`src/rtl/mux_seq_defs_pkg.sv`:
```
// Shared definitions for the mux select sequencer: state encoding, widths,
// dwell bounds and a helper that keeps the dwell parameter in range.
package mux_seq_defs;

  localparam int SEL_W     = 3;
  localparam int CAP_W     = 8;
  localparam int DWELL_MIN = 1;
  localparam int DWELL_MAX = 15;
  localparam int CNT_W     = 4;

  localparam logic [1:0] S_IDLE   = 2'd0;
  localparam logic [1:0] S_SETTLE = 2'd1;
  localparam logic [1:0] S_SAMPLE = 2'd2;
  localparam logic [1:0] S_DONE   = 2'd3;

  typedef enum logic [1:0] {
    ST_IDLE   = S_IDLE,
    ST_SETTLE = S_SETTLE,
    ST_SAMPLE = S_SAMPLE,
    ST_DONE   = S_DONE
  } state_e;

  localparam logic [SEL_W-1:0] SEL_LO = 3'd0;
  localparam logic [SEL_W-1:0] SEL_HI = 3'd7;

  // Out-of-range dwell values are pinned to the nearest legal bound so the
  // counter reload always fits and is never negative.
  function automatic int clamp_dwell(input int d);
    if (d < DWELL_MIN) begin
      return DWELL_MIN;
    end else if (d > DWELL_MAX) begin
      return DWELL_MAX;
    end else begin
      return d;
    end
  endfunction

endpackage

```
`src/rtl/mux_select_sequencer_dwell_timer.sv`:
```
// Loadable down-counter that times the settle interval of each select code.
// It reloads to DWELL-1 and reports when it has reached zero.
module dwell_timer
  import mux_seq_defs::*;
#(
  parameter int DWELL = 2
) (
  input  logic clk,
  input  logic rst,
  input  logic load_i,
  input  logic dec_i,
  input  logic clr_i,
  output logic zero_o
);

  localparam logic [CNT_W-1:0] RELOAD = CNT_W'(clamp_dwell(DWELL) - 1);

  logic [CNT_W-1:0] count_q;
  logic [CNT_W-1:0] count_d;

  // Next count: clear wins over load, load wins over decrement; never underflow.
  always_comb begin
    count_d = count_q;
    if (clr_i) begin
      count_d = {CNT_W{1'b0}};
    end else if (load_i) begin
      count_d = RELOAD;
    end else if (dec_i && (count_q != {CNT_W{1'b0}})) begin
      count_d = count_q - {{(CNT_W-1){1'b0}}, 1'b1};
    end else begin
      count_d = count_q;
    end
  end

  // Counter register with synchronous reset.
  always_ff @(posedge clk) begin
    if (rst) begin
      count_q <= {CNT_W{1'b0}};
    end else begin
      count_q <= count_d;
    end
  end

  assign zero_o = (count_q == {CNT_W{1'b0}});

endmodule

```
`src/rtl/mux_select_sequencer.sv`:
```
// Walks the 8-to-1 mux select through all eight codes, holds each for the
// dwell time, samples the mux output back and assembles the parallel word.
module mux_select_sequencer
  import mux_seq_defs::*;
#(
  parameter int DWELL = 2
) (
  input  logic             clk,
  input  logic             rst,
  input  logic             start,
  input  logic             dir,
  input  logic             abort,
  input  logic             mux_out,
  output logic             sl2,
  output logic             sl1,
  output logic             sl0,
  output logic             busy,
  output logic             sample_valid,
  output logic             done,
  output logic [CAP_W-1:0] data
);

  state_e             state_q;
  logic [SEL_W-1:0]   sel_q;
  logic               dir_q;
  logic               busy_q;
  logic               sv_q;
  logic               done_q;
  logic [CAP_W-1:0]   data_q;

  logic               timer_load_s;
  logic               timer_dec_s;
  logic               timer_clr_s;
  logic               timer_zero_s;
  logic               last_code_s;

  // Final code of the scan depends on the latched direction.
  assign last_code_s = dir_q ? (sel_q == SEL_LO) : (sel_q == SEL_HI);
  assign timer_clr_s = abort;

  // Timer control: load on accepted start and between codes, count in SETTLE.
  always_comb begin
    timer_load_s = 1'b0;
    timer_dec_s  = 1'b0;
    case (state_q)
      ST_IDLE:   timer_load_s = start && !abort;
      ST_SETTLE: timer_dec_s  = !abort && !timer_zero_s;
      ST_SAMPLE: timer_load_s = !abort && !last_code_s;
      default: begin
        timer_load_s = 1'b0;
        timer_dec_s  = 1'b0;
      end
    endcase
  end

  dwell_timer #(
    .DWELL (DWELL)
  ) u_dwell_timer (
    .clk    (clk),
    .rst    (rst),
    .load_i (timer_load_s),
    .dec_i  (timer_dec_s),
    .clr_i  (timer_clr_s),
    .zero_o (timer_zero_s)
  );

  // Sequencing FSM with registered select, handshake and capture outputs.
  always_ff @(posedge clk) begin
    if (rst) begin
      state_q <= ST_IDLE;
      sel_q   <= SEL_LO;
      dir_q   <= 1'b0;
      busy_q  <= 1'b0;
      sv_q    <= 1'b0;
      done_q  <= 1'b0;
      data_q  <= {CAP_W{1'b0}};
    end else begin
      sv_q   <= 1'b0;
      done_q <= 1'b0;
      case (state_q)
        ST_IDLE: begin
          if (start && !abort) begin
            state_q <= ST_SETTLE;
            sel_q   <= dir ? SEL_HI : SEL_LO;
            dir_q   <= dir;
            busy_q  <= 1'b1;
            data_q  <= {CAP_W{1'b0}};
          end else begin
            sel_q  <= SEL_LO;
            busy_q <= 1'b0;
          end
        end
        ST_SETTLE: begin
          if (abort) begin
            state_q <= ST_IDLE;
            sel_q   <= SEL_LO;
            busy_q  <= 1'b0;
          end else if (timer_zero_s) begin
            state_q <= ST_SAMPLE;
            sv_q    <= 1'b1;
          end else begin
            state_q <= ST_SETTLE;
          end
        end
        ST_SAMPLE: begin
          if (abort) begin
            state_q <= ST_IDLE;
            sel_q   <= SEL_LO;
            busy_q  <= 1'b0;
          end else begin
            data_q[sel_q] <= mux_out;
            if (last_code_s) begin
              state_q <= ST_DONE;
              done_q  <= 1'b1;
            end else begin
              state_q <= ST_SETTLE;
              sel_q   <= dir_q ? (sel_q - 3'd1) : (sel_q + 3'd1);
            end
          end
        end
        ST_DONE: begin
          // Abort here has the same effect as the normal return to IDLE.
          state_q <= ST_IDLE;
          sel_q   <= SEL_LO;
          busy_q  <= 1'b0;
        end
        default: begin
          state_q <= ST_IDLE;
          sel_q   <= SEL_LO;
          busy_q  <= 1'b0;
        end
      endcase
    end
  end

  assign sl2          = sel_q[2];
  assign sl1          = sel_q[1];
  assign sl0          = sel_q[0];
  assign busy         = busy_q;
  assign sample_valid = sv_q;
  assign done         = done_q;
  assign data         = data_q;

endmodule

```
`config.mk`:
```
export PLATFORM = sky130hd
export DESIGN_NAME = mux_select_sequencer
export DESIGN_NICKNAME = d
export VERILOG_FILES = /design/src/rtl/mux_seq_defs_pkg.sv /design/src/rtl/mux_select_sequencer_dwell_timer.sv /design/src/rtl/mux_select_sequencer.sv
export SDC_FILE = /design/constraint.sdc
export NUM_CORES = 1
export LEC_CHECK = 0
export ABC_CLOCK_PERIOD_IN_PS = 1900
export CORE_MARGIN = 3
export CORE_UTILIZATION = 35
export DETAILED_ROUTE_END_ITERATION = 6
export PLACE_DENSITY = 0.62
export SKIP_LAST_GASP = 1
export SLEW_MARGIN = 25
export SYNTH_ARGS = -nofsm -noshare
export SYNTH_HDL_FRONTEND = slang
export SYNTH_SLANG_ARGS = --single-unit
```
`constraint.sdc`:
```
create_clock -name clk -period 1.9 [get_ports clk]
set_input_delay 0.19 -clock clk [delete_from_list [all_inputs] [get_ports clk]]
set_output_delay 0.19 -clock clk [all_outputs]
set_load 0.1 [all_outputs]
```
Word level (Yosys, flattened, before mapping)
Index checks and enable logic that the tools add are counted.

word-level totals
  word-level logic and storage cells = 76
  output and inout bits = 14
  register bits after elaboration = 21
  input bits = 6

cells by class
  magnitude comparators = 2
  reductions and logical operators = 22
  bitwise gates (word level) = 2
  eq/ne operators = 9
  muxes and demuxes = 29
  add/subtract/negate cells = 3

operators with widths
  kind                                                        number
  two-way mux 3 bit                                           6
  two-way mux 8 bit                                           2
  case mux 8 bit (2 select lines)                             1
  case mux 3 bit (4 select lines)                             1
  two-way mux 2 bit                                           5
  two-way mux 1 bit                                           9
  OR reduction 3 bit                                          3
  bitwise mux 8 bit                                           1
  case mux 2 bit (4 select lines)                             1
  != test 2 bit, second input constant                        3
  logical AND 1 bit                                           5
  == test 2 bit, second input constant                        2
  zero test 4 bit                                             1
  less-than comparator 3 x 4 -> 1 bit, second input constant  1
  AND reduction 2 bit                                         2
  nonzero test 2 bit                                          2
  nonzero test 4 bit                                          1
  OR reduction 2 bit                                          2
  subtractor 4 x 1 -> 4 bit, second input constant            1
  adder 3 x 1 -> 3 bit, second input constant                 1
  demux 1 bit (select 3 bit)                                  1
  == test 3 bit, second input constant                        1
  >= comparator 3 x 1 -> 1 bit, second input constant         1
  zero test 1 bit                                             3
  10 further kinds                                            11

Depth between registers and ports, before layout
Gate-level depths: netlist of run 1.

  depth after elaboration = 7
  depth in mapped cells = 7
  gate-level depth less buffers = 6

Modules after synthesis
From an unflattened synthesis of run 1, not the netlist that was laid out.

second synthesis, totals
  cell total of the unflattened synthesis = 145
  area total of the unflattened synthesis = 1172.4 µm²

by module, submodules not included
  module                times used  seq. area each (µm²)  area an instance (µm²)  cells each
  mux_select_sequencer  1           340.3                 949.7                   119
  dwell_timer           1           80.1                  222.7                   26

Least setup slack after synthesis of run 1
OpenSTA, ideal clock, no wires.

  kind = register to register
  from = register sel_q[1]
  to = register sel_q[1]
  data arrival time = 1995 ps
  path slack = -179 ps
  stages on the path, launching flop included = 6
  period minus slack after synthesis = 2079 ps
  setup time = 84 ps
  path through = dfxtp_1 fa_1 inv_1 o21ai_0 or4b_1 o31ai_2

on the way
  longest elaborated chain between the ends = 5
  elaborated cells on any way between the ends = 11
  classes of those cells = 2 x add/sub; 2 x eq/ne; 5 x mux; 2 x reduce/logical

ends and longest elaborated chain
  item                                                                      RTL line                     text
  start: declaration                                                        mux_select_sequencer.sv:24   logic [SEL_W-1:0] sel_q;
  start signal: assignment                                                  mux_select_sequencer.sv:84   sel_q <= dir ? SEL_HI : SEL_LO;
  start signal: assignment                                                  mux_select_sequencer.sv:117  sel_q <= dir_q ? (sel_q - 3'd1) : (sel_q + 3'd1);
  adder 3 x 1 -> 3 bit / subtractor 3 x 1 -> 3 bit (equally long branches)  mux_select_sequencer.sv:117
  two-way mux 3 bit                                                         mux_select_sequencer.sv:117
  two-way mux 3 bit                                                         mux_select_sequencer.sv:112  if (last_code_s) begin
  two-way mux 3 bit                                                         mux_select_sequencer.sv:106  if (abort) begin
  case mux 3 bit (4 select lines)                                           mux_select_sequencer.sv:80   case (state_q)

Several ways; a longest one is shown, not always the timed one. The select of a mux whose other input is x is not followed.
A chain may end at the register's enable or synchronous reset.

Worst setup path in the final report of run 1
Same ends and word-level chain as after synthesis.

==> metrics.md, run 1 <==
| Metric | Value |
|---|---|
| First-pass GRT wire length | about 4400 µm |
| Combinational share of power | between 40% and 50% |
| Hold Fails Final Rpt | 0 |
| Post-route ant nets | 0 |
| Worst slew pin tran | 0.327 ns |
| CP Depth | 5 |
| Root buffer cell | clkbuf_4 |
| Sequential Power Share | about two fifths |
| Post-Syn Area | between 1000 and 1500 µm² |
| Setup Viol. Count Final | 0 |
| CP max stage delay | 0.55 ns |
| Iteration-0 DRC Markers | between 40 and 50 |
| EDFF count, synth | 0 |
| Sw power | between 0.0005 and 0.0006 W |
| Max VDD drop | approximately 0.0006 V |
| I/O Buffers | 19 |
| Distinct cells, synth | 42 |
| DP Wirelength | 1980 µm |
| Crit path max fanout | 10 |
| Ports | 20 |
| Longest Clk Path Bufs | 2 |
| Clk slew on worst S/H paths | approximately 0.13 ns |
| Reg2Reg Depth | 5 |
| Ys async rst share | 0% |
| Mean Syn Cell Area | 8.76 µm² |
| Fmax | 555 MHz |
| Maxcap violations | 0 |
| Initial core utilization | a little under two fifths |
| Top cell type's share of synthesized area | 35.8% |
| Core ar. | ~3100 µm² |
| Hold Slack | around 0.49 ns |
| Register area share after synthesis | 35.8% |
| P_int | approximately 0.00075 W |
| CTS tree | yes |
| Pin count of the biggest net entering global routing | 18 |
| Largest area contributor in the netlist | dfxtp_1 |
| Fin nets | 167 |
| Crit-path cells | fa_1, inv_1, o21ai_0, or4b_1, o31ai_2 |
| Post-CTS Setup Bufs | 0 |
| Synthesized flop and latch total | 21 |
| Clock power frac | between 10% and 20% |
| Crit end category | register |
| DIE WIDTH | about 64 µm |
| Hold Crit Depth | 2 |
| Crit Path Class | reg2reg |
| Vias per Instance | 5.15 |
| Initial antenna violation count | 0 |
| WL final | between 2000 and 3000 µm |
| Synth top area cells | dfxtp_1, a21oi_1, ha_1 |
| Die Area | roughly 4100 µm² |
| Slowest-stage cell, CP | fa_1 |
| H-tree levels | 1 |
| Std-Cell Rows | 20 |
| Drt first pass iters | 4 |
| Cts bufs inserted | 3 |
| Pwr Density | approximately 900 nW/µm² |
| Routability-driven placement congestion ratio | between 0.8 and 0.9 |
| Post-Syn Nets | approximately 150 |
| Gr usage total | between 10% and 20% |
| Hold-fix buffers, CTS | 0 |
| Post-route setup TNS | 0 ns |
| Net Sw Frac | 41.4% |
| Synth Instances | 134 |
| Startpoint types | register |
| Antenna diode count | 0 |
| Remaining DRCs | 0 |
| Worst Path Buf+Inv | 1 |
| Most common cell in the netlist | dfxtp_1 |
| Final worst-path cycle share | ~95% |
| Final Max Slew Viols | 0 |
| Grt ovf | 0 |
| WP data arrival | just over 2 ns |
| Die height | roughly 64 µm |
| Tmin final | 1.80 ns |
| Worst-skew pair later-pin latency | between 0.3 and 0.4 ns |
| P_leak | a little over 0.5 nW |
| P&R area growth vs syn | 20.5% |
| Via count | 1024 |
| Share of cells above drive strength 1 | roughly 22% |
| Yosys warning total | 0 |
| WL/cell | about 13 µm |
| Kind of cell adding the most delay to the critical path | adder cells |
| Top cells by count, synth | dfxtp_1, a21oi_1, nor2_1 |
| Status | complete, no violations |
| Clock Sinks | 21 |
| Unrepaired setup endpoints after global routing | no |
| Fin Clk Skew | 0.00433 ns |
| Critical path required time | 2.13 ns |
| Vias in the first global route | 966 |
| Rel. slew slack | between 70% and 80% |
| Worst Hold Class | reg2reg |
| Synth Flop Type | dfxtp_1 |
-- metrics by stage --
stage	area, µm²	total power, W	util [%]	setup slack (ns)	cells
floorplan	1180	0.000933	-	0.0734	134
detailed placement	1390	0.00106	44.3	0.123	195
finish	1410	0.00128	45.2	0.0979	199
global placement	1390	0.00106	44.3	0.173	195
CTS	1410	0.00129	45.2	0.0849	199
global route	1410	0.00136	45.2	0.0144	199
-- state kept, by name, summed over array words and instances, names as in the netlist --
name and cells:
sel_q 3, data 8, u_dwell_timer.count_q 4, busy 1, done 1, dir_q 1
sample_valid 1, state_q 2
-- cell usage in the layout (no fill, tap or decap), types with 2 or more instances in the layout --
master | Yosys | layout
nor3_1 | 2 | 2
a21oi_1 | 15 | 15
a21o_1 | 2 | 2
inv_1 | 9 | 9
or2_0 | 6 | 6
a31oi_1 | 2 | 2
buf_4 | 0 | 18
dfxtp_2 | 0 | 4
nor2_1 | 10 | 10
nand2b_1 | 5 | 5
ha_1 | 4 | 4
or3_1 | 2 | 2
nand2_1 | 5 | 5
a211oi_2 | 2 | 2
o21ai_1 | 9 | 9
nand4_1 | 2 | 2
o21ai_0 | 3 | 3
mux2i_1 | 2 | 2
dfxtp_1 | 21 | 17
clkdlybuf4s50_1 | 0 | 5
or4b_1 | 2 | 2
nor2b_1 | 2 | 2
clkbuf_4 | 0 | 3
nand4b_1 | 2 | 2
o21a_1 | 4 | 4
-- final cells by class --
cell class,count,area (µm²)
clock buffer,3,22.5
clock inverter,1,5.00
fill,316,1710
inverter,9,33.8
multi-input combinational,98,687
sequential,21,425
tap,44,55.1
timing repair buffer,23,185
-- cell families (layout without fill, tap and decap cells) --
group	count (synthesis)	after routing	synth area share [%]
compound gates	44	44	25.7
simple gates	44	44	21.7
flops	21	21	35.8
buf+inv	15	36	5.65
fa+ha+maj	5	5	5.97
xor+xnor	3	3	3.41
mux	2	2	1.71
-- timing repair --
| item | 4_1_cts | 5_1_grt |
|---|---|---|
| hold endpoints to repair | 0 | 0 |
| gates resized for setup | 0 | 1 |
| endpoints found under the setup margin | 0 | 1 |
-- worst paths after layout --
kind	to	start	slack, ns
worst max register to register	sel_q[1]$_SDFFE_PP0P_	sel_q[1]$_SDFFE_PP0P_	0.1
worst max-delay path	sel_q[1]$_SDFFE_PP0P_	sel_q[1]$_SDFFE_PP0P_	0.1
worst min register to register	data[5]$_SDFFE_PP0P_	data[5]$_SDFFE_PP0P_	0.49
worst min-delay path	data[5]$_SDFFE_PP0P_	data[5]$_SDFFE_PP0P_	0.49
-- layer usage --
metal	wire length [µm]	GRT usage [%]	part of all wire [%]	up-vias
li1	-	-	-	517
met1	1260	17.6	48	493
met2	1280	22.3	49	12
met3	79	2.81	3.0	2
met4	13	4.04	0.49	0
met5	0	0	0	-
-- worst register-to-register path, stage by stage (launching register included) --
cell     delay, ns
dfxtp_2       0.40
fa_1          0.55
inv_1         0.04
o21ai_0       0.18
or4b_1        0.48
o31ai_2       0.07
-- power groups by stage --
stage / Sequential (W) / Clock (W) / Combinational (W)
6_report: 0.000524 / 0.000227 / 0.000531
2_1_floorplan: 0.000629 / 0 / 0.000304
4_1_cts: 0.000523 / 0.000240 / 0.000532
3_5_place_dp: 0.000532 / 0 / 0.000531
3_3_place_gp: 0.000530 / 0 / 0.000527
5_1_grt: 0.000534 / 0.000253 / 0.000572
No activity file was read; power rests on OpenSTA's default activity.
==> run 2: changes to the inputs <==
CTS_CLUSTER_SIZE = 14   (was unset)
==> results of run 2 <==
No change in the layout: final DEF, timing and power equal those of run 1.
